===== src/rtl/flex_counter_pkg.sv =====
// Shared definitions for the multi-channel flex counter.
// Holds the saturate-mode and direction encodings used on the per-channel
// saturate/count_down inputs. It also holds the helper that locates a
// channel's field inside the packed multi-channel buses.
package flex_counter_pkg;

  // saturate input encoding
  localparam logic MODE_WRAP = 1'b0;
  localparam logic MODE_SAT  = 1'b1;

  // count_down input encoding
  localparam logic DIR_UP    = 1'b0;
  localparam logic DIR_DOWN  = 1'b1;

  // LSB position of channel ch in a bus packed as ch*width +: width
  function automatic int unsigned ch_lsb(input int unsigned ch, input int unsigned width);
    return ch * width;
  endfunction

endpackage


===== src/rtl/flex_counter_mc_if.sv =====
// Bus bundle between a multi-channel flex counter and its user.
// The master drives the per-channel controls:
//   clear, load, count_enable, count_down, saturate, load_val, rollover_val.
// The slave (the counter) returns:
//   count_out, rollover_flag, rollover_pulse.
// Vector fields hold one entry per channel. Channel k occupies
// [k*NUM_CNT_BITS +: NUM_CNT_BITS].
interface flex_counter_mc_if #(
  parameter int unsigned NUM_CNT_BITS = 8,
  parameter int unsigned NUM_CH       = 4
);
  logic [NUM_CH-1:0]              clear;
  logic [NUM_CH-1:0]              load;
  logic [NUM_CH-1:0]              count_enable;
  logic [NUM_CH-1:0]              count_down;
  logic [NUM_CH-1:0]              saturate;
  logic [NUM_CH*NUM_CNT_BITS-1:0] load_val;
  logic [NUM_CH*NUM_CNT_BITS-1:0] rollover_val;
  logic [NUM_CH*NUM_CNT_BITS-1:0] count_out;
  logic [NUM_CH-1:0]              rollover_flag;
  logic [NUM_CH-1:0]              rollover_pulse;

  modport master (
    output clear, load, count_enable, count_down, saturate, load_val, rollover_val,
    input  count_out, rollover_flag, rollover_pulse
  );

  modport slave (
    input  clear, load, count_enable, count_down, saturate, load_val, rollover_val,
    output count_out, rollover_flag, rollover_pulse
  );
endinterface


===== src/rtl/flex_counter_ch.sv =====
// One flex-counter channel with its count, rollover flag and rollover pulse
// registers.
// Ports:
//   clk, n_rst     : clock and asynchronous active-low reset
//   clear_i        : synchronous clear (highest priority)
//   load_i         : synchronous load of load_val_i
//   en_i           : effective enable (already cascade-gated by the top)
//   down_i, sat_i  : direction and saturate mode
//   load_val_i     : value taken on load
//   rollover_val_i : terminal value R; R = 0 means free-running
//   count_o        : registered count
//   flag_o         : registered "sitting at terminal" level
//   pulse_o        : registered wrap strobe
//   wrap_evt_o     : same-cycle wrap event, feeds the next channel in a cascade
module flex_counter_ch
  import flex_counter_pkg::*;
#(
  parameter int unsigned NUM_CNT_BITS = 8
) (
  input  logic                    clk,
  input  logic                    n_rst,
  input  logic                    clear_i,
  input  logic                    load_i,
  input  logic                    en_i,
  input  logic                    down_i,
  input  logic                    sat_i,
  input  logic [NUM_CNT_BITS-1:0] load_val_i,
  input  logic [NUM_CNT_BITS-1:0] rollover_val_i,
  output logic [NUM_CNT_BITS-1:0] count_o,
  output logic                    flag_o,
  output logic                    pulse_o,
  output logic                    wrap_evt_o
);

  localparam logic [NUM_CNT_BITS-1:0] ONE = NUM_CNT_BITS'(1);

  logic [NUM_CNT_BITS-1:0] count_q, count_d;
  logic                    flag_q, flag_d;
  logic                    pulse_q, pulse_d;
  logic [NUM_CNT_BITS-1:0] step_cnt_s;
  logic                    wrap_cond_s;
  logic                    r_zero_s;

  // Counting step: the value one enabled count would produce, and whether it wraps
  always_comb begin
    r_zero_s    = (rollover_val_i == '0);
    wrap_cond_s = 1'b0;
    step_cnt_s  = count_q;
    if (down_i == DIR_UP) begin
      if (r_zero_s) begin
        step_cnt_s = count_q + ONE;
      end else if (count_q >= rollover_val_i) begin
        // in saturate mode an over-range count is forced down to R
        wrap_cond_s = 1'b1;
        step_cnt_s  = (sat_i == MODE_SAT) ? rollover_val_i : ONE;
      end else begin
        step_cnt_s = count_q + ONE;
      end
    end else begin
      if (r_zero_s) begin
        step_cnt_s = count_q - ONE;
      end else if ((count_q <= ONE) || (count_q > rollover_val_i)) begin
        // zero or over-range counts resolve to 1 (saturate) or R (wrap)
        wrap_cond_s = 1'b1;
        step_cnt_s  = (sat_i == MODE_SAT) ? ONE : rollover_val_i;
      end else begin
        step_cnt_s = count_q - ONE;
      end
    end
  end

  // Next state: clear > load > enable > hold; flag tracks the next count
  always_comb begin
    wrap_evt_o = en_i & ~clear_i & ~load_i & ~r_zero_s & (sat_i == MODE_WRAP) & wrap_cond_s;
    pulse_d    = wrap_evt_o;
    if (clear_i) begin
      count_d = '0;
    end else if (load_i) begin
      count_d = load_val_i;
    end else if (en_i) begin
      count_d = step_cnt_s;
    end else begin
      count_d = count_q;
    end
    // re-evaluated every cycle, so a load or a direction change updates it
    if (clear_i || r_zero_s) begin
      flag_d = 1'b0;
    end else if (down_i == DIR_DOWN) begin
      flag_d = (count_d == ONE);
    end else begin
      flag_d = (count_d == rollover_val_i);
    end
  end

  // Channel state registers
  always_ff @(posedge clk or negedge n_rst) begin
    if (!n_rst) begin
      count_q <= '0;
      flag_q  <= 1'b0;
      pulse_q <= 1'b0;
    end else begin
      count_q <= count_d;
      flag_q  <= flag_d;
      pulse_q <= pulse_d;
    end
  end

  assign count_o = count_q;
  assign flag_o  = flag_q;
  assign pulse_o = pulse_q;

endmodule


===== src/rtl/flex_counter_mc.sv =====
// Multi-channel flex counter.
// Generates NUM_CH independent channels. With CASCADE = 1, channel k > 0 only
// advances in cycles where channel k-1 wraps, which forms a prescaler chain.
// Ports:
//   clk   : clock
//   n_rst : asynchronous active-low reset
//   bus   : slave side of flex_counter_mc_if (controls in; counts, flags and pulses out)
// Parameters:
//   NUM_CNT_BITS : width of each channel's count
//   NUM_CH       : number of channels
//   CASCADE      : enables the wrap-event chain
module flex_counter_mc
  import flex_counter_pkg::*;
#(
  parameter int unsigned NUM_CNT_BITS = 8,
  parameter int unsigned NUM_CH       = 4,
  parameter bit          CASCADE      = 1'b0
) (
  input  logic             clk,
  input  logic             n_rst,
  flex_counter_mc_if.slave bus
);

  logic [NUM_CH-1:0] wrap_all_s;
  logic              unused_wrap_s;

  for (genvar k = 0; k < NUM_CH; k++) begin : g_ch
    logic en_s;
    logic wrap_s;

    // Per-channel scalars keep the chain acyclic. It is a ripple through
    // every channel in one cycle.
    if (CASCADE && (k > 0)) begin : g_casc
      assign en_s = bus.count_enable[k] & g_ch[k-1].wrap_s;
    end else begin : g_free
      assign en_s = bus.count_enable[k];
    end

    flex_counter_ch #(
      .NUM_CNT_BITS(NUM_CNT_BITS)
    ) u_ch (
      .clk           (clk),
      .n_rst         (n_rst),
      .clear_i       (bus.clear[k]),
      .load_i        (bus.load[k]),
      .en_i          (en_s),
      .down_i        (bus.count_down[k]),
      .sat_i         (bus.saturate[k]),
      .load_val_i    (bus.load_val[ch_lsb(k, NUM_CNT_BITS) +: NUM_CNT_BITS]),
      .rollover_val_i(bus.rollover_val[ch_lsb(k, NUM_CNT_BITS) +: NUM_CNT_BITS]),
      .count_o       (bus.count_out[ch_lsb(k, NUM_CNT_BITS) +: NUM_CNT_BITS]),
      .flag_o        (bus.rollover_flag[k]),
      .pulse_o       (bus.rollover_pulse[k]),
      .wrap_evt_o    (wrap_s)
    );

    assign wrap_all_s[k] = wrap_s;
  end

  // The last channel's wrap event (and all of them without cascading) has no consumer
  assign unused_wrap_s = ^wrap_all_s;

endmodule

===== src/flat_wrapper.sv =====
// flat-port wrapper written by rule: the top's interface ports become plain ports
module flex_counter_mc_flat import flex_counter_pkg::*;
#(
  parameter int unsigned NUM_CNT_BITS = 8,
  parameter int unsigned NUM_CH       = 4,
  parameter bit          CASCADE      = 1'b0
)
  (clk, n_rst, bus_clear, bus_load, bus_count_enable, bus_count_down, bus_saturate, bus_load_val, bus_rollover_val, bus_count_out, bus_rollover_flag, bus_rollover_pulse);
  flex_counter_mc_if #(.NUM_CNT_BITS(NUM_CNT_BITS), .NUM_CH(NUM_CH)) bus_i ();
  input  logic clk;
  input  logic n_rst;
  input wire logic [$bits(bus_i.clear)-1:0] bus_clear;
  input wire logic [$bits(bus_i.load)-1:0] bus_load;
  input wire logic [$bits(bus_i.count_enable)-1:0] bus_count_enable;
  input wire logic [$bits(bus_i.count_down)-1:0] bus_count_down;
  input wire logic [$bits(bus_i.saturate)-1:0] bus_saturate;
  input wire logic [$bits(bus_i.load_val)-1:0] bus_load_val;
  input wire logic [$bits(bus_i.rollover_val)-1:0] bus_rollover_val;
  output wire logic [$bits(bus_i.count_out)-1:0] bus_count_out;
  output wire logic [$bits(bus_i.rollover_flag)-1:0] bus_rollover_flag;
  output wire logic [$bits(bus_i.rollover_pulse)-1:0] bus_rollover_pulse;
  assign bus_i.clear = bus_clear;
  assign bus_i.load = bus_load;
  assign bus_i.count_enable = bus_count_enable;
  assign bus_i.count_down = bus_count_down;
  assign bus_i.saturate = bus_saturate;
  assign bus_i.load_val = bus_load_val;
  assign bus_i.rollover_val = bus_rollover_val;
  assign bus_count_out = bus_i.count_out;
  assign bus_rollover_flag = bus_i.rollover_flag;
  assign bus_rollover_pulse = bus_i.rollover_pulse;
  flex_counter_mc #(.NUM_CNT_BITS(NUM_CNT_BITS), .NUM_CH(NUM_CH), .CASCADE(CASCADE)) u_core (.clk(clk), .n_rst(n_rst), .bus(bus_i));
endmodule

===== config.mk =====
export PLATFORM = sky130hd
export DESIGN_NAME = flex_counter_mc_flat
export DESIGN_NICKNAME = d
export VERILOG_FILES = /design/src/rtl/flex_counter_pkg.sv /design/src/rtl/flex_counter_mc_if.sv /design/src/rtl/flex_counter_ch.sv /design/src/rtl/flex_counter_mc.sv /design/src/flat_wrapper.sv
export SDC_FILE = /design/constraint.sdc
export NUM_CORES = 1
export LEC_CHECK = 0
export BUFFER_PORTS_ARGS = -buffer_cell sky130_fd_sc_hd__buf_2
export CAP_MARGIN = 5
export CORE_MARGIN = 10
export CORE_UTILIZATION = 40
export DETAILED_ROUTE_END_ITERATION = 10
export MAX_ROUTING_LAYER = met4
export PLACE_DENSITY_LB_ADDON = 0.3
export SYNTH_ARGS = -nofsm -noshare
export SYNTH_HDL_FRONTEND = slang
export SYNTH_SLANG_ARGS = --single-unit

===== constraint.sdc =====
create_clock -name clk -period 6.7 [get_ports clk]
set_input_delay 0.335 -clock clk [delete_from_list [all_inputs] [get_ports clk]]
set_output_delay 0.335 -clock clk [all_outputs]
set_load 0.02 [all_outputs]

Word-level counts from Yosys, hierarchy flattened
Cells that the tools add are included.

Bits in registers: 40. Latch bits: 0. Memory bits (writable): 0. Memory bits (read-only): 0. Bits of input ports: 86. Output and inout port bits: 40. Logic and storage cells: 156. Memories: 0.

Add/sub/neg operators: 8. Multiply operators: 0. Divide/modulo/power cells: 0. $lt $le $gt $ge: 12. Equal/unequal tests: 8. Shift-type cells: 0. Muxes and demuxes: 68. Bitwise gates (word level): 36. Reductions and logical operators: 12.

Operators with widths (count): two-way mux 8 bit (40); adder 8 x 1 -> 8 bit, second input constant (4); == test 8 x 1 -> 1 bit, second input constant (4); == test 8 bit (4); greater-or-equal comparator 8 bit (4); > comparator 8 bit (4); <= comparator 8 x 1 -> 1 bit, second input constant (4); zero test 8 bit (4); subtractor 8 x 1 -> 8 bit, second input constant (4); two-way mux 1 bit (28); AND 1 bit (20); inverter 1 bit (16); logical OR 1 bit (8).

Longest topological paths before layout
Gate-level depths: netlist (run 1).

Depth after elaboration: 11. Depth in mapped cells: 14. Mapped depth without buffers: 12.

Cells and area by module
From an unflattened synthesis (run 1), not the netlist that was laid out.

Cells, all modules: 877. Area total of the unflattened synthesis: 6810.3 um2.

Modules (own cells, without submodules): flex_counter_ch at u_core.g_ch[1].u_ch ... (instances 2, cells an instance 209, area an instance 1686.6 um2, sequential area each 250.2 um2); flex_counter_ch at u_core.g_ch[3].u_ch (instances 1, cells an instance 243, area an instance 1786.7 um2, sequential area each 250.2 um2); flex_counter_ch at u_core.g_ch[0].u_ch (instances 1, cells an instance 216, area an instance 1650.3 um2, sequential area each 250.2 um2).

Worst setup path after synthesis (run 1)
No wires, ideal clock.

Kind: reg-to-reg. Start: register u_core.g_ch[0].u_ch.count_q[7]. End: register u_core.g_ch[0].u_ch.flag_q. Library setup time: 0.065 ns. Data arrival time: 3.193 ns. Data required time: 6.635 ns. Setup slack: 3.441 ns. Cell stages (with the launch flop): 11. Buffers on the path: 0. Clock period less this slack: 3.259 ns. Cells stage by stage: dfrtp_1 -> ha_1 -> a21oi_1 -> o21ai_0 -> nor4_1 -> nor3_4 -> a221oi_2 -> a211oi_2 -> o41a_1 -> a2111oi_2 -> o211a_1.

Word-level cells in the longest chain between the ends: 11. Elaborated cells between the ends (all ways): 18. Classes of those cells: add/sub (2); order compare (3); eq/ne (2); mux (10); reduce/logical (1).

RTL lines: start, declared (line flex_counter_ch.sv:37) `logic [NUM_CNT_BITS-1:0] count_q, count_d;`; start signal, assigned (line flex_counter_ch.sv:102) `count_q <= count_d;`; <= comparator 8 x 1 -> 1 bit or > comparator 8 bit (tied branches) (line flex_counter_ch.sv:62) `end else if ((count_q <= ONE) || (count_q > rollover_val_i)) begin`; logical OR 1 bit (line flex_counter_ch.sv:62); two-way mux 8 bit (line flex_counter_ch.sv:62); two-way mux 8 bit (line flex_counter_ch.sv:60) `if (r_zero_s) begin`; two-way mux 8 bit * (line flex_counter_ch.sv:49) `if (down_i == DIR_UP) begin`; two-way mux 8 bit * (line flex_counter_ch.sv:80) `end else if (en_i) begin`; two-way mux 8 bit * (line flex_counter_ch.sv:78) `end else if (load_i) begin`; two-way mux 8 bit * (line flex_counter_ch.sv:76) `if (clear_i) begin`; via u_core.g_ch[0].u_ch.count_d[3] (line flex_counter_ch.sv:37); == test 8 bit or == test 8 x 1 -> 1 bit (tied branches) (line flex_counter_ch.sv:91, flex_counter_ch.sv:89); two-way mux 1 bit * (line flex_counter_ch.sv:88) `end else if (down_i == DIR_DOWN) begin`; two-way mux 1 bit * (line flex_counter_ch.sv:86) `if (clear_i || r_zero_s) begin`; via u_core.g_ch[0].u_ch.flag_d (line flex_counter_ch.sv:38) `logic flag_q, flag_d;`; end signal, assigned (line flex_counter_ch.sv:103) `flag_q <= flag_d;`; end, declared (line flex_counter_ch.sv:38).

Mark *: on every way through the listed nets, which the timed path passes. The rest lies on a longest branch.

Final worst setup path (run 1)
Start: register u_core.g_ch[0].u_ch.count_q[5]. End: register u_core.g_ch[0].u_ch.flag_q.

The elaborated chain is that of the path after synthesis.

==> flow_summary_export.csv, run 1 <==
group,metric,value,unit
run_status,status,"finished, final reports clean",
grt,grt_pass1_vias,7288,
logic_synthesis,yosysUniqueCellTypes,88,
pwr,switching_share,46.2,%
drt,wl_met2,10.8,mm
logic_synthesis,ys_seq_area_share,15.3,%
critical_path,path_buf_inv,0,
sta,hold_viol,0,
cells_and_area,mostFrequentLayoutCells,"125 x buf_2, 95 x nor2_1, 81 x a21oi_1, 72 x nand2_1, 68 x inv_1",
die,start_util,41.0,%
cells_and_area,nFillCells,1682,
logic_synthesis,synth_edf_count,0,
sta,rsz0062_at_grt,"no",
clock_tree,cts_buffers,5,
pwr,switching_power,0.538,mW
grt,antenna_found_initial,0,
job,maxCapViolations,0,
critical_path,cp_max_fo,9,
logic_synthesis,avgSynthCellArea,7.14,um2
pwr,p_int,0.627,mW
logic_synthesis,ys_ff_latch,40,
critical_path,worstPathArrival,4.04,ns
drt,drc_errors,0,
critical_path,path_cells,"ha_1 > a21oi_1 > o21ai_0 > nor4_1 > or2_1 > nor3_1 > o221a_2 > o41a_1 > a2111oi_2 > o211a_1",
grt,grt_pass1_wl,38.8,mm
die,die_w,148,um
sta,tns,0,ns
critical_path,r2r_start,"u_core.g_ch[0].u_ch.count_o[5]",
critical_path,crit_path_end_kind,"flop",
cells_and_area,final_common_cell,"buf_2",
logic_synthesis,synthCells,915,
sta,finalClockSkew,0.00879,ns
drt,post_drt_wl_per_cell,20.2,um
grt,grt_max_degree,41,
logic_synthesis,synth_warnings,0,
logic_synthesis,synth_ff_type,"dfrtp_1",
die,rows,46,
clock_tree,clockBufferDepth,2,
critical_path,r2r_cells,10,
critical_path,crit_slowest_cell,"nor4_1",
drt,viasPerCell,6.28,
critical_path,critPathKind,"flop to flop",
drt,wl_met1,11.0,mm
cells_and_area,layout-drive-gt1-share,16.4,%
critical_path,required,6.95,ns
placement,portBuffers,125,
clock_tree,tritoncts,"built",
drt,top_layer,"met4",
drt,first_pass_iters,6,
sta,finalCritPeriodShare,56.6,%
drt,vias,7568,
die,ioPinCount,126,
critical_path,r2r-end,"u_core.g_ch[0].u_ch.flag_o",
cells_and_area,final_nets,1119,
sta,finalSetupViolCount,0,
drt,ant_nets,0,
clock_tree,cts.clk_slew.worst_paths,0.07,ns
sta,drv_slew,0,
cells_and_area,final_util,45.9,%
drt,drt_iter0_markers,862,
pwr,clkPwrFrac,22.9,%
placement,dpl-instance-area,7170,um2
critical_path,slowest_delay,0.97,ns
clock_tree,ctsHoldBuffers,0,
logic_synthesis,synthTopCellsByArea,"dfrtp_1 15%, ha_1 8.4%, a21oi_1 6.2%",
placement,hpwl,18.6,mm
pwr,comb_power_share,49.7,%
clock_tree,cts_resized,0,
critical_path,cp-start-kind,"flop",
cells_and_area,diodes,0,
drt,totalWireLength,24.4,mm
worst_hold_path,hp-class,"input port to async pin",
pwr,pwr-share-seq,27.4,%
logic_synthesis,netlist.area_leader.share,15.3,%
drt,dr_wl_met3,2.01,mm
cells_and_area,finalInstanceArea,7320,um2
sta,slew-limit-headroom,21.6,%
clock_tree,root_buffer,"clkbuf_16",
sta,fmax,0.264,GHz
logic_synthesis,syn_nets,1045,
die,fp.dieH,148,um
clock_tree,postCtsSetupBuffers,0,
sta,worst_pin_slew,1.17,ns
sta,fin_crit,3.79,ns
grt,grt_usage,22.0,%
clock_tree,htree_levels,2,
logic_synthesis,netlist_area,6540,um2
pwr,p_leak,3.26,nW
pwr,peakVddDrop,84.7,uV
die,die-area,21900,um2
cells_and_area,syn2layout_area_growth,12.0,%
grt,grt_overflow,0,
critical_path,rrSetupSlack,2.91,ns
logic_synthesis,yosys.area.top_type,"dfrtp_1",
clock_tree,clock_latency,0.30,ns
pwr,totalPowerFinal,1.17,mW
die,core,15900,um2
pwr,power_per_cell_area,159,nW/um2
critical_path,crit_family,"compound AO/OA/AOI/OAI gates",
clock_tree,cts_sinks,40,
placement,finalWeightedCongestion,0.981,
logic_synthesis,synth-async-reset-ratio,100,%
[layer usage]
metal,global-route usage (%),up-vias
met2,33.3,422
met3,3.27,49
met1,29.0,3535
li1,-,3562
met4,8.33,0
met5,-,-
[cells in the mapped netlist, types with 7 or more instances]
| master | count |
|---|---|
| o31ai_1 | 12 |
| buf_4 | 8 |
| and3_1 | 12 |
| o21ai_0 | 28 |
| nor3_1 | 31 |
| nor2_1 | 95 |
| nand2_1 | 72 |
| nand3_1 | 30 |
| nand2b_1 | 18 |
| dfrtp_1 | 40 |
| inv_1 | 68 |
| a211oi_1 | 11 |
| o21a_1 | 7 |
| clkbuf_1 | 43 |
| xor2_1 | 19 |
| nor2b_1 | 12 |
| nand4_1 | 16 |
| a221oi_1 | 8 |
| a31oi_1 | 11 |
| mux2i_1 | 9 |
| ha_1 | 44 |
| o211ai_1 | 16 |
| a21o_1 | 7 |
| and4_1 | 7 |
| xnor2_1 | 30 |
| and2_1 | 10 |
| nor4_1 | 19 |
| a21oi_1 | 81 |
[per-stage QoR]
stage / hold WS [ns] / worst slack [ns] / cells
floorplan: 0.0394 / 3.44 / 915
global placement: 0.474 / 3.04 / 1198
detailed placement: 0.481 / 2.99 / 1198
CTS: 0.150 / 2.96 / 1206
global route: 0.174 / 2.73 / 1206
finish: 0.122 / 2.91 / 1206
[registers in the layout, indices dropped and copies added, names as in the netlist]
name	count
u_core.g_ch.u_ch.count_o	32
u_core.g_ch.u_ch.pulse_o	4
u_core.g_ch.u_ch.flag_o	4
[worst max-delay path by stage]
stage                                    from  slack (ns)                    endpoint  depth (start not counted)
3_3_place_gp   u_core.g_ch[0].u_ch.count_o[0]        3.04  u_core.g_ch[0].u_ch.flag_o                         11
5_1_grt        u_core.g_ch[0].u_ch.count_o[5]        2.73  u_core.g_ch[0].u_ch.flag_o                         10
4_1_cts        u_core.g_ch[0].u_ch.count_o[5]        2.96  u_core.g_ch[0].u_ch.flag_o                         10
2_1_floorplan  u_core.g_ch[0].u_ch.count_o[7]        3.44  u_core.g_ch[0].u_ch.flag_o                         10
3_5_place_dp   u_core.g_ch[0].u_ch.count_o[5]        2.99  u_core.g_ch[0].u_ch.flag_o                         10
6_report       u_core.g_ch[0].u_ch.count_o[5]        2.91  u_core.g_ch[0].u_ch.flag_o                         10
[power groups by stage]
stage | Clock, mW | Combinational [mW] | Sequential, mW
after floorplan | 0 | 0.406 | 0.306
after global placement | 0 | 0.569 | 0.323
after detailed placement | 0 | 0.566 | 0.322
after CTS | 0.274 | 0.570 | 0.317
after global routing | 0.279 | 0.635 | 0.323
final | 0.267 | 0.579 | 0.320
[cells by family (layout without fill, tap and decap cells)]
kind of cell,count (synthesis),count (layout),synth area share [%]
xor+xnor,49,49,6.57
simple gates,361,361,28.8
mux,13,13,2.07
flops,40,40,15.3
buf+inv,128,203,8.04
fa+ha+maj,44,44,8.42
compound gates,280,280,30.8
[worst register-to-register path: cells and delay by family (launching register included)]
family / cells / cell delay, ns
compound gates: 6 / 1.52
fa+ha+maj: 1 / 0.32
simple gates: 3 / 1.29
flops: 1 / 0.61
[final cells by class]
type | count | area [um2] | area share (%)
Timing Repair Buffer | 126 | 633 | 8.65
Tap cell | 216 | 270 | 3.69
Sequential cell | 40 | 1000 | 13.7
Multi-Input combinational cell | 747 | 5010 | 68.4
Clock buffer | 8 | 146 | 2.00
Inverter | 69 | 259 | 3.54
No activity file was read; power rests on OpenSTA's default activity.
==> run 2: changes to the inputs <==
- clock period: 6.7 -> 3.6 ns (I/O delays scaled with it)
==> flow_summary_export.csv, run 2 (same netlist as run 1, synthesis figures left out) <==
group,metric,value,unit
pwr,power_per_cell_area,289,nW/um2
cells_and_area,final_common_cell,"buf_2",
sta,finalClockSkew,0.00109,ns
drt,totalWireLength,24.4,mm
drt,drt_iter0_markers,821,
grt,grt_pass1_wl,39.1,mm
clock_tree,ctsHoldBuffers,0,
drt,drc_errors,0,
cells_and_area,syn2layout_area_growth,17.0,%
critical_path,cp_max_fo,6,
clock_tree,tritoncts,"built",
grt,grt_overflow,0,
drt,vias,7736,
pwr,p_leak,3.48,nW
clock_tree,htree_levels,2,
drt,viasPerCell,6.20,
placement,hpwl,19.0,mm
placement,portBuffers,125,
sta,setup_slack,0.236,ns
critical_path,slowest_delay,0.52,ns
critical_path,worstPathArrival,3.55,ns
run_status,status,"finished, final reports clean",
sta,hold_viol,0,
clock_tree,cts.clk_slew.worst_paths,0.07,ns
clock_tree,clockBufferDepth,2,
critical_path,required,3.78,ns
sta,tns,0,ns
sta,fin_crit,3.36,ns
critical_path,cp-start-kind,"flop",
critical_path,critPathKind,"flop to flop",
clock_tree,root_buffer,"clkbuf_16",
sta,fmax,0.297,GHz
critical_path,crit_slowest_cell,"or4b_1",
grt,grt_pass1_vias,7345,
sta,drv_slew,0,
job,maxCapViolations,0,
sta,rsz0062_at_grt,"no",
die,start_util,41.0,%
critical_path,crit_top_cell,"a21oi_1",
cells_and_area,final_nets,1164,
die,die-area,21900,um2
drt,post_drt_wl_per_cell,19.5,um
critical_path,crit_family,"compound AO/OA/AOI/OAI gates",
grt,grt_max_degree,41,
grt,grt_usage,22.0,%
die,die_w,148,um
cells_and_area,diodes,0,
die,fp.dieH,148,um
pwr,peakVddDrop,176,uV
critical_path,crit_path_end_kind,"flop",
sta,finalCritPeriodShare,93.4,%
drt,first_pass_iters,6,
cells_and_area,largest_reg_flops,32,
sta,worst_pin_slew,1.08,ns
grt,antenna_found_initial,0,
clock_tree,clock_latency,0.30,ns
critical_path,path_buf_inv,0,
clock_tree,cts_sinks,40,
sta,finalSetupViolCount,0,
die,core,15900,um2
placement,dpl_worst_slack,0.177,ns
drt,ant_nets,0,
sta,slew-limit-headroom,27.7,%
die,ioPinCount,126,
placement,finalWeightedCongestion,0.986,
critical_path,path_cells,"ha_1 > nand4_1 > or3_1 > a21oi_1 > a211oi_1 > o311ai_0 > a21oi_1 > or4b_1 > o31a_1 > a2111oi_2",
worst_hold_path,hp-class,"input port to async pin",
clock_tree,cts_buffers,5,
cells_and_area,mostFrequentLayoutCells,"125 x buf_2, 95 x nor2_1, 81 x a21oi_1, 72 x nand2_1, 68 x inv_1",
die,rows,46,
cells_and_area,layout-drive-gt1-share,20.3,%
-- run 2: through the flow --
| stage | cells | instance area, um2 | hold WS, ns | power [mW] | utilization (%) |
|---|---|---|---|---|---|
| after detailed placement | 1243 | 7510 | 0.431 | 1.73 | 47.1 |
| after floorplan | 915 | 6540 | -0.116 | 1.33 | - |
| after global routing | 1248 | 7650 | 0.153 | 2.35 | 48.0 |
| final | 1248 | 7650 | 0.0795 | 2.21 | 48.0 |
| after CTS | 1248 | 7630 | 0.0998 | 2.19 | 47.9 |
| after global placement | 1243 | 7510 | 0.432 | 1.74 | 47.1 |
-- run 2: worst paths after layout --
kind	startpoint	endpoint	slack (ns)	cells after the start
worst max-delay path	u_core.g_ch[3].u_ch.count_o[5]	u_core.g_ch[3].u_ch.flag_o	0.24	10
worst min-delay path	n_rst	u_core.g_ch[0].u_ch.count_o[6]	0.08	1
worst max register to register	u_core.g_ch[3].u_ch.count_o[5]	u_core.g_ch[3].u_ch.flag_o	0.24	10
worst min register to register	u_core.g_ch[1].u_ch.count_o[4]	u_core.g_ch[1].u_ch.count_o[4]	0.76	2
max in group asynchronous	n_rst	u_core.g_ch[0].u_ch.count_o[5]	2.79	1
min in group clk	bus_load_val[1]	u_core.g_ch[0].u_ch.count_o[1]	0.19	2
-- run 2: final cells by class --
type / instances / area [um2]
fillers: 1635 / 8300
repair buffers: 171 / 971
well taps: 216 / 270
inverters: 69 / 259
clock buffers: 5 / 125
multi-input cells: 747 / 5020
flip-flops and latches: 40 / 1000
-- run 2: per-layer routing --
layer	up-vias	part of all wire (%)	routed length (um)	global-route usage, %
li1	3658	-	-	-
met1	3581	44	10800	29.0
met2	435	45	11000	33.2
met3	62	8.0	1960	3.91
met4	0	2.4	591	7.28
met5	-	0	0	-
-- run 2: repair_timing --
item	4_1_cts	5_1_grt
buffers inserted	0	0
endpoints found under the setup margin	0	3
resized for setup	0	5
-- run 2: worst reg2reg max path: stages (launching register included) --
cell and delay [ns]:
dfrtp_1 0.41, ha_1 0.33, nand4_1 0.24, or3_1 0.48, a21oi_1 0.25, a211oi_1 0.11, o311ai_0 0.35, a21oi_1 0.18
or4b_1 0.52, o31a_1 0.14, a2111oi_2 0.23
-- run 2: power breakdown --
part           internal (mW)  switching [mW]
registers              0.483          0.0382
clock network          0.246           0.205
logic                  0.475           0.761
total                   1.21            1.00
==> run 3: changes to the inputs <==
- ABC_AREA: default -> 1
==> flow_summary_export.csv, run 3 <==
group,metric,value,unit
logic_synthesis,synthTopCellsByArea,"nand2_1 17%, dfrtp_1 16%, nor2_1 11%",
grt,antenna_found_initial,2,
grt,grt_pass1_wl,34.2,mm
clock_tree,htree_levels,2,
drt,drt_iter0_markers,577,
die,start_util,41.3,%
clock_tree,cts_buffers,5,
cells_and_area,nFillCells,1714,
sta,drv_slew,0,
sta,fmax,0.394,GHz
placement,dp.cells,1389,
clock_tree,root_buffer,"clkbuf_16",
cells_and_area,finalInstanceArea,7170,um2
logic_synthesis,syn_nets,1223,
drt,post_drt_wl_per_cell,15.0,um
cells_and_area,final_nets,1316,
clock_tree,clock_latency,0.29,ns
worst_hold_path,hp-class,"input port to flop",
logic_synthesis,synth_warnings,0,
placement,portBuffers,125,
sta,rsz0062_at_grt,"no",
clock_tree,ctsHoldBuffers,1,
logic_synthesis,synth_edf_count,0,
run_status,status,"finished, final reports clean",
critical_path,cp_max_fo,10,
logic_synthesis,netlist_area,6340,um2
cells_and_area,final_common_cell,"nand2_1",
logic_synthesis,synth_ff_type,"dfrtp_1",
sta,tns,0,ns
pwr,p_leak,4.11,nW
clock_tree,tritoncts,"built",
sta,finalClockSkew,0.00196,ns
drt,vias,7215,
clock_tree,cts_sinks,40,
sta,finalSetupViolCount,0,
logic_synthesis,ys_ff_latch,40,
grt,grt_overflow,0,
placement,dpl-instance-area,7000,um2
critical_path,worstPathArrival,2.76,ns
logic_synthesis,synth-async-reset-ratio,100,%
drt,totalWireLength,21.0,mm
drt,ant_nets,0,
placement,hpwl,16.7,mm
logic_synthesis,synth_common_cells,"281 x nand2_1, 180 x nor2_1, 119 x inv_1, 117 x nand3_1, 66 x a21oi_1",
die,rows,45,
die,ioPinCount,126,
placement,dpl_worst_slack,1.08,ns
critical_path,worstSetupEndpoint,"u_core.g_ch[0].u_ch.flag_o",
critical_path,critical_path.startpoint,"u_core.g_ch[0].u_ch.count_o[2]",
critical_path,required,3.83,ns
grt,grt_usage,19.4,%
sta,setup_slack,1.07,ns
critical_path,cp-start-kind,"flop",
clock_tree,cts.clk_slew.worst_paths,0.06,ns
critical_path,r2r-end,"u_core.g_ch[0].u_ch.flag_o",
pwr,power_per_cell_area,280,nW/um2
drt,drc_errors,0,
cells_and_area,syn2layout_area_growth,13.0,%
clock_tree,clockBufferDepth,2,
critical_path,rrSetupSlack,1.07,ns
job,maxCapViolations,0,
sta,fin_crit,2.53,ns
sta,slew-limit-headroom,60.9,%
cells_and_area,largest_reg_flops,32,
clock_tree,postCtsSetupBuffers,0,
pwr,peakVddDrop,167,uV
die,fp.dieH,146,um
logic_synthesis,synthCells,1093,
cells_and_area,mostFrequentLayoutCells,"281 x nand2_1, 180 x nor2_1, 125 x buf_2, 119 x inv_1, 117 x nand3_1",
die,die_w,146,um
logic_synthesis,ys_seq_area_share,15.8,%
grt,grt_pass1_vias,6792,
critical_path,crit_path_end_kind,"flop",
critical_path,r2r_cells,20,
sta,finalCritPeriodShare,70.4,%
cells_and_area,layout-drive-gt1-share,18.3,%
logic_synthesis,yosys.area.top_type,"nand2_1",
placement,finalWeightedCongestion,0.982,
cells_and_area,final_util,46.6,%
die,die-area,21300,um2
cells_and_area,instances_no_fill,1399,
sta,hold_viol,0,
critical_path,critPathKind,"flop to flop",
critical_path,r2r_start,"u_core.g_ch[0].u_ch.count_o[2]",
grt,grt_max_degree,41,
logic_synthesis,yosysUniqueCellTypes,44,
die,core,15400,um2
clock_tree,cts_resized,0,
logic_synthesis,netlist.area_leader.share,16.6,%
logic_synthesis,yosys.cell_count.top_type,"nand2_1",
drt,first_pass_iters,5,
logic_synthesis,avgSynthCellArea,5.80,um2
sta,worst_pin_slew,0.587,ns
drt,viasPerCell,5.16,
==> run 3: cell count changes after synthesis, sizes merged, moves of 27 or more <==
cell,previous run,this run
nand3,30,127
nand2,73,302
inv,68,144
xnor2,30,1
clkbuf,44,17
nor2,96,195
==> run 3: logic make-up after synthesis <==
| kind of cell | share of synthesized area (%) |
|---|---|
| simple gates | 50.0 |
| buf+inv | 13.0 |
| compound gates | 7.59 |
| fa+ha+maj | 8.68 |
| flops | 15.8 |
| xor+xnor | 4.97 |
==> run 3: area by class of cell <==
class                   count  area [um2]  share of cell area, %
repair buffers            127         643                   8.97
well taps                 211         264                   3.68
clock buffers               7         153                   2.13
flip-flops and latches     40        1000                   14.0
inverters                 155         584                   8.15
diodes                      2        5.00                 0.0698
multi-input cells         857        4520                   63.0
==> run 3: power by group <==
group	switching (mW)	internal [mW]	total, mW
Sequential	0.0887	0.479	0.568
Clock	0.197	0.292	0.489
Combinational	0.620	0.334	0.954
==> run 3: stage by stage <==
stage	hold slack (ns)	power, mW
finish	0.240	2.01
CTS	0.238	2.02
global placement	0.297	1.52
global route	0.264	2.18
detailed placement	0.306	1.52
floorplan	-0.116	1.25
==> run 3: critical path: stages, from the launching register on <==
cell     delay [ns]
dfrtp_1        0.62
ha_1           0.31
nand2_1        0.06
inv_1          0.05
nand2_1        0.06
nand2_1        0.04
nand2_1        0.09
nand2_1        0.06
nand2_1        0.06
nand2_2        0.16
nand2_2        0.20
nand2_1        0.08
nand3_1        0.07
nand2_1        0.06
nand2_1        0.08
nand2_1        0.07
nand2_1        0.09
nand2_1        0.06
nor2_1         0.08
nand3_1        0.08
nor2_1         0.09
==> run 3: routing by layer <==
metal | up-vias | part of all wire (%) | global-route usage (%)
li1 | 3665 | - | -
met3 | 21 | 6.5 | 3.20
met5 | - | 0 | -
met4 | 0 | 1.2 | 4.65
met2 | 264 | 46 | 30.3
met1 | 3265 | 47 | 25.6
==> run 3: how the worst min path moves through the flow <==
stage | from | to | slack, ns | depth (start not counted)
finish | bus_load_val[2] | u_core.g_ch[0].u_ch.count_o[2] | 0.24 | 5
global route | bus_count_enable[2] | u_core.g_ch[2].u_ch.pulse_o | 0.26 | 3
global placement | n_rst | u_core.g_ch[2].u_ch.count_o[7] | 0.30 | 2
floorplan | n_rst | u_core.g_ch[0].u_ch.count_o[0] | -0.12 | 0
CTS | bus_count_enable[2] | u_core.g_ch[2].u_ch.pulse_o | 0.24 | 3
detailed placement | n_rst | u_core.g_ch[2].u_ch.count_o[7] | 0.31 | 2
